==> src/rtl/gpr_file_if.sv <==
// rtl/gpr_file_if.sv - writeback, decode-read, issue and flush signals of gpr_file
interface gpr_file_if #(
    parameter int ADDR_W = 5,
    parameter int DATA_W = 32
);
    logic              wena_i;
    logic [ADDR_W-1:0] waddr_i;
    logic [DATA_W-1:0] wdata_i;
    logic [ADDR_W-1:0] raddr1_i;
    logic [ADDR_W-1:0] raddr2_i;
    logic [DATA_W-1:0] rdata1_o;
    logic [DATA_W-1:0] rdata2_o;
    logic              busy1_o;
    logic              busy2_o;
    logic              issue_valid_i;
    logic              issue_wena_i;
    logic [ADDR_W-1:0] issue_waddr_i;
    logic              issue_ready_o;
    logic              flush_i;
    logic              sb_err_o;

    modport slave (
        input  wena_i, waddr_i, wdata_i, raddr1_i, raddr2_i,
        input  issue_valid_i, issue_wena_i, issue_waddr_i, flush_i,
        output rdata1_o, rdata2_o, busy1_o, busy2_o, issue_ready_o, sb_err_o
    );

    modport master (
        output wena_i, waddr_i, wdata_i, raddr1_i, raddr2_i,
        output issue_valid_i, issue_wena_i, issue_waddr_i, flush_i,
        input  rdata1_o, rdata2_o, busy1_o, busy2_o, issue_ready_o, sb_err_o
    );
endinterface

==> src/rtl/gpr_file.sv <==
// rtl/gpr_file.sv - bypassed two-read register file with per-register pending-write scoreboard
module gpr_file #(
    parameter int REG_NUM = 32,
    parameter int ADDR_W  = 5,
    parameter int DATA_W  = 32,
    parameter int CNT_W   = 2
) (
    input  logic      clock,
    input  logic      reset,
    gpr_file_if.slave bus
);
    localparam logic [CNT_W-1:0] CNT_MAX = '1;

    logic [DATA_W-1:0] regs    [REG_NUM];
    logic [CNT_W-1:0]  cnt     [REG_NUM];
    logic [CNT_W-1:0]  cnt_nxt [REG_NUM];
    logic              sb_err;
    logic              err_set;
    logic              retire;
    logic              issue;
    logic              retire_hits_issue;

    assign retire            = bus.wena_i && (bus.waddr_i != '0);
    assign retire_hits_issue = retire && (bus.waddr_i == bus.issue_waddr_i);

    // A retire to the same register frees the slot this issue would take.
    assign bus.issue_ready_o = !(bus.issue_wena_i && (cnt[bus.issue_waddr_i] == CNT_MAX)
                                 && !retire_hits_issue);
    assign issue = bus.issue_valid_i && bus.issue_wena_i
                   && (bus.issue_waddr_i != '0) && bus.issue_ready_o;

    always_comb begin
        bus.rdata1_o = '0;
        bus.rdata2_o = '0;
        if (reset) begin
            if (bus.raddr1_i != '0)
                bus.rdata1_o = (retire && bus.waddr_i == bus.raddr1_i) ? bus.wdata_i
                                                                       : regs[bus.raddr1_i];
            if (bus.raddr2_i != '0)
                bus.rdata2_o = (retire && bus.waddr_i == bus.raddr2_i) ? bus.wdata_i
                                                                       : regs[bus.raddr2_i];
        end
    end

    // Last outstanding write retiring now is covered by the bypass, so no stall.
    assign bus.busy1_o = (bus.raddr1_i != '0) && (cnt[bus.raddr1_i] != '0)
                         && !((cnt[bus.raddr1_i] == CNT_W'(1)) && retire
                              && (bus.waddr_i == bus.raddr1_i));
    assign bus.busy2_o = (bus.raddr2_i != '0) && (cnt[bus.raddr2_i] != '0)
                         && !((cnt[bus.raddr2_i] == CNT_W'(1)) && retire
                              && (bus.waddr_i == bus.raddr2_i));

    assign bus.sb_err_o = sb_err;

    always_comb begin
        for (int r = 0; r < REG_NUM; r++) begin
            cnt_nxt[r] = cnt[r];
            if (r == 0 || bus.flush_i) begin
                cnt_nxt[r] = '0;
            end else if (issue && bus.issue_waddr_i == ADDR_W'(r)
                         && !(retire && bus.waddr_i == ADDR_W'(r))) begin
                cnt_nxt[r] = cnt[r] + CNT_W'(1);
            end else if (retire && bus.waddr_i == ADDR_W'(r)
                         && !(issue && bus.issue_waddr_i == ADDR_W'(r))
                         && cnt[r] != '0) begin
                cnt_nxt[r] = cnt[r] - CNT_W'(1);
            end
        end
        err_set = retire && !(issue && retire_hits_issue) && (cnt[bus.waddr_i] == '0);
    end

    always_ff @(posedge clock or negedge reset) begin
        if (!reset) begin
            for (int r = 0; r < REG_NUM; r++) begin
                regs[r] <= '0;
                cnt[r]  <= '0;
            end
            sb_err <= 1'b0;
        end else begin
            if (retire)
                regs[bus.waddr_i] <= bus.wdata_i;
            for (int r = 0; r < REG_NUM; r++)
                cnt[r] <= cnt_nxt[r];
            if (err_set)
                sb_err <= 1'b1;
        end
    end
endmodule

==> src/flat_wrapper.sv <==
// flat-port wrapper written by rule: the top's interface ports become plain ports
module gpr_file_flat 
#(
    parameter int REG_NUM = 32,
    parameter int ADDR_W  = 5,
    parameter int DATA_W  = 32,
    parameter int CNT_W   = 2
)
  (clock, reset, bus_wena_i, bus_waddr_i, bus_wdata_i, bus_raddr1_i, bus_raddr2_i, bus_issue_valid_i, bus_issue_wena_i, bus_issue_waddr_i, bus_flush_i, bus_rdata1_o, bus_rdata2_o, bus_busy1_o, bus_busy2_o, bus_issue_ready_o, bus_sb_err_o);
  gpr_file_if #(.ADDR_W(ADDR_W), .DATA_W(DATA_W)) bus_i ();
  input  logic clock;
  input  logic reset;
  input wire logic [$bits(bus_i.wena_i)-1:0] bus_wena_i;
  input wire logic [$bits(bus_i.waddr_i)-1:0] bus_waddr_i;
  input wire logic [$bits(bus_i.wdata_i)-1:0] bus_wdata_i;
  input wire logic [$bits(bus_i.raddr1_i)-1:0] bus_raddr1_i;
  input wire logic [$bits(bus_i.raddr2_i)-1:0] bus_raddr2_i;
  input wire logic [$bits(bus_i.issue_valid_i)-1:0] bus_issue_valid_i;
  input wire logic [$bits(bus_i.issue_wena_i)-1:0] bus_issue_wena_i;
  input wire logic [$bits(bus_i.issue_waddr_i)-1:0] bus_issue_waddr_i;
  input wire logic [$bits(bus_i.flush_i)-1:0] bus_flush_i;
  output wire logic [$bits(bus_i.rdata1_o)-1:0] bus_rdata1_o;
  output wire logic [$bits(bus_i.rdata2_o)-1:0] bus_rdata2_o;
  output wire logic [$bits(bus_i.busy1_o)-1:0] bus_busy1_o;
  output wire logic [$bits(bus_i.busy2_o)-1:0] bus_busy2_o;
  output wire logic [$bits(bus_i.issue_ready_o)-1:0] bus_issue_ready_o;
  output wire logic [$bits(bus_i.sb_err_o)-1:0] bus_sb_err_o;
  assign bus_i.wena_i = bus_wena_i;
  assign bus_i.waddr_i = bus_waddr_i;
  assign bus_i.wdata_i = bus_wdata_i;
  assign bus_i.raddr1_i = bus_raddr1_i;
  assign bus_i.raddr2_i = bus_raddr2_i;
  assign bus_i.issue_valid_i = bus_issue_valid_i;
  assign bus_i.issue_wena_i = bus_issue_wena_i;
  assign bus_i.issue_waddr_i = bus_issue_waddr_i;
  assign bus_i.flush_i = bus_flush_i;
  assign bus_rdata1_o = bus_i.rdata1_o;
  assign bus_rdata2_o = bus_i.rdata2_o;
  assign bus_busy1_o = bus_i.busy1_o;
  assign bus_busy2_o = bus_i.busy2_o;
  assign bus_issue_ready_o = bus_i.issue_ready_o;
  assign bus_sb_err_o = bus_i.sb_err_o;
  gpr_file #(.REG_NUM(REG_NUM), .ADDR_W(ADDR_W), .DATA_W(DATA_W), .CNT_W(CNT_W)) u_core (.clock(clock), .reset(reset), .bus(bus_i));
endmodule
==> config.mk <==
export PLATFORM = sky130hd
export DESIGN_NAME = gpr_file_flat
export DESIGN_NICKNAME = d
export VERILOG_FILES = /design/src/rtl/gpr_file_if.sv /design/src/rtl/gpr_file.sv /design/src/flat_wrapper.sv
export SDC_FILE = /design/constraint.sdc
export NUM_CORES = 2
export LEC_CHECK = 0
export ABC_AREA = 0
export CAP_MARGIN = 20
export CORE_MARGIN = 3
export CORE_UTILIZATION = 27
export CTS_CLUSTER_SIZE = 16
export DETAILED_ROUTE_END_ITERATION = 10
export PLACE_DENSITY = 0.5
export SETUP_SLACK_MARGIN = 0.15
export SLEW_MARGIN = 10
export SYNTH_ARGS = -nofsm -noshare
export SYNTH_HDL_FRONTEND = slang
export SYNTH_SLANG_ARGS = --single-unit
==> constraint.sdc <==
create_clock -name clock -period 6.4 [get_ports clock]
set_clock_uncertainty 0.2 [all_clocks]
set_input_delay 0.64 -clock clock [delete_from_list [all_inputs] [get_ports clock]]
set_output_delay 0.64 -clock clock [all_outputs]
set_load 0.01 [all_outputs]
==> metrics.cfg <==
[outcome]
status=finished clean

[global_route]
grt_max_degree=147
gr-total-overflow=0
grt_pass1_vias=41544
antenna_found_initial=12
grt_pass1_wl_mm=313.5
track_usage_pct=18.65

[power_and_ir_drop]
power_density_nw_per_um2=295.9
ir_drop_uv=213.1
p_leak_nw=29.21

[critical_path]
cp_max_fo=31
crit_slowest_cell=a211oi_1
max_stage_delay_ns=0.79
cp-start-kind=input port
criticalPathCategory=in2out
cp_num_buf_inv=4
path_cells=clkdlybuf4s50_1 > or2_1 > buf_4 > o41ai_2 > nor4_1 > nand3_4 > buf_12 > a211oi_1 > clkdlybuf4s50_1
required_ns=5.56
critPathCaptureType=primary output
arrival_ns=4.60
cp_top_family=buffers and inverters
cpMostUsedCell=clkdlybuf4s50_1

[floorplan]
rows=172
io_pins=126
die_x_um=478.7
core_sq_um=221000
fp.dieH_um=478.7
start_util_pct=27.30
die-area_sq_um=229200

[worst_hold_path]
hold_path_class=reg2reg

[job]
drv_cap=0

[timing]
relSlewSlack_pct=25.78
slew_viol_final=0
fin_crit_sh_pct=84.95
setup_tns_ns=0
min_period_ns=5.437
hold_viol=0
setup-violations-final=0
fin_hold_ws_ns=0.1923
fmax_ghz=0.1839
worst_pin_slew_ns=1.111
grt_setup_unrepaired=false

[logic_synthesis]
synth_compound_area_share_pct=3.364
synth_area_sq_um=60330
synth-main-ff-cell=dfrtp_1
synth_cell_types=67
ys_warn_count=0
ys_seq_area_share_pct=45.09
synth_top_family_by_area=multiplexers
ys_ff_latch=1087
synth-edff-count=0
synthAdderAreaFrac_pct=0
synth-xor-area-share_pct=0.3049
synth-simple-area-share_pct=7.175
synthArstFlopShare_pct=100.0
synth_cells=4453
avgSynthCellArea_sq_um=13.55
synth_mux_area_share_pct=40.92
syn-num-nets=4511

[drt]
routed_wl_mm=216.2
vias=40540
wl_per_cell_um=29.03
firstDrtPassIters=6
ant_nets=0
drc=0
via_per_inst=5.442
dr.first_iter.drc_count=3959

[clock_network]
htreeDepth=3
cts_root_buf=clkbuf_16
path_clk_slew_ns=0.06
cts_buffers=121
cts_sinks=1087
insertion_delay_ns=0.78
cts_tree=built
post_cts_buffers=0
cts_resized=0
clk_path_buf_depth=3

[layout]
nFillCells=21905
drive_gt1_share_pct=42.60
area_delta_synth_final_pct=15.29
finalNetCount=4443

[placed_design]
portBuffers=125
place_congestion=0.8227
dpl.hpwl_mm=124.6

-- cell families (layout without fill, tap and decap cells) --
kind of cell | Yosys count | count (layout)
AOI/OAI and AO/OA | 297 | 297
xor gates and xnor gates | 21 | 21
buffers and inverters | 485 | 520
DFF | 1087 | 1087
muxes | 1525 | 1525
other | 0 | 3
and+or+nand+nor | 1038 | 1038
-- placed cells by master, fill, tap and decap left out, types with 14 or more instances in the layout --
master,netlist,layout
o21ai_0,32,32
nand2_1,721,707
buf_8,0,14
clkdlybuf4s50_1,0,113
nand3_1,26,21
and2_1,18,18
nand2b_1,16,16
buf_12,0,26
clkbuf_1,365,14
dfrtp_1,1087,1087
buf_4,3,127
a21oi_1,93,93
mux4_2,675,675
nor2b_1,17,17
clkbuf_16,0,123
nor3_1,33,33
nor2_4,0,18
nand4_1,14,14
mux2i_1,70,70
clkinv_2,0,30
clkbuf_8,0,26
nor2_1,142,124
a211oi_1,83,83
mux2_2,780,780
-- synthesized netlist by cell type (all sizes together), types with 6 or more instances --
master / instances / area (sq um)
dfrtp: 1087 / 27200
mux2: 780 / 8783
nand2: 722 / 2713
mux4: 675 / 15200
clkbuf: 366 / 1375
nor2: 143 / 539.3
buf: 112 / 501.7
a21oi: 95 / 483.0
a211oi: 87 / 680.7
mux2i: 70 / 700.7
nor3: 34 / 175.2
o21ai: 34 / 170.2
nand3: 26 / 130.1
and2: 18 / 112.6
nor2b: 17 / 106.4
nand2b: 16 / 100.1
nand4: 14 / 87.58
or2: 13 / 81.33
xnor2: 13 / 113.9
nor4: 10 / 77.57
o211ai: 9 / 67.56
a311oi: 8 / 70.07
xor2: 8 / 70.07
inv: 7 / 26.28
nor3b: 7 / 52.55
a221oi: 6 / 52.55
a31o: 6 / 52.55
o2111ai: 6 / 52.55
or4: 6 / 45.04
-- registers in the layout, indices dropped and copies added, names as in the netlist --
name                 count
u_core.bus.sb_err_o      1
u_core.cnt              62
u_core.regs           1024
-- timing repair --
action | CTS | global route
endpoints found under the hold margin | 70 | 0
hold buffers | 1 | 0
setup endpoints to repair | 0 | 0
-- final cells by class --
type | instances | area (sq um) | area share [%]
Multi-Input combinational cell | 2881 | 31540 | 45.34
Sequential cell | 1087 | 27200 | 39.11
Tap cell | 2958 | 3701 | 5.321
Clock buffer | 163 | 3488 | 5.015
Timing Repair Buffer | 287 | 2913 | 4.188
Clock inverter | 63 | 685.7 | 0.9857
Inverter | 7 | 26.28 | 0.03777
Antenna cell | 3 | 7.507 | 0.01079
-- worst paths after layout --
path | startpoint | end | slack (ns) | cells after the start
worst max-delay path | bus_waddr_i[0] | bus_rdata2_o[6] | 0.96 | 9
worst min-delay path | u_core.regs[1021] | u_core.regs[1021] | 0.19 | 0
worst max register to register | u_core.cnt[34] | u_core.cnt[36] | 3.02 | 7
worst min register to register | u_core.regs[1021] | u_core.regs[1021] | 0.19 | 0
max in group asynchronous | reset | u_core.regs[557] | 2.89 | 5
min in group asynchronous | reset | u_core.regs[828] | 0.30 | 2
-- where the power goes --
part	leakage, nW	internal [mW]	total (mW)	switching (mW)
Combinational	13.1	2.51	4.28	1.77
Sequential	14.0	8.09	8.95	0.859
Clock	2.04	4.26	7.36	3.09
-- through the flow --
step	total power [mW]	instance area (sq um)	util, %	cells	worst slack (ns)
6_report	20.59	69560	31.47	7449	0.9633
5_1_grt	21.49	69550	31.47	7447	0.8830
4_1_cts	20.77	69470	31.43	7441	1.002
3_5_place_dp	13.35	65290	29.54	7214	1.012
3_3_place_gp	13.19	65160	29.48	7205	0.9710
2_1_floorplan	11.84	60330	-	4453	2.770
-- per-layer routing --
| layer | vias up | part of all wire [%] | global-route usage (%) |
|---|---|---|---|
| met2 | 1442 | 47 | 30.07 |
| li1 | 16604 | - | - |
| met3 | 330 | 5.6 | 2.453 |
| met1 | 22164 | 44 | 26.05 |
| met4 | 0 | 3.1 | 5.893 |
| met5 | - | 0 | 0 |
Power figures use the tool's default switching activity.
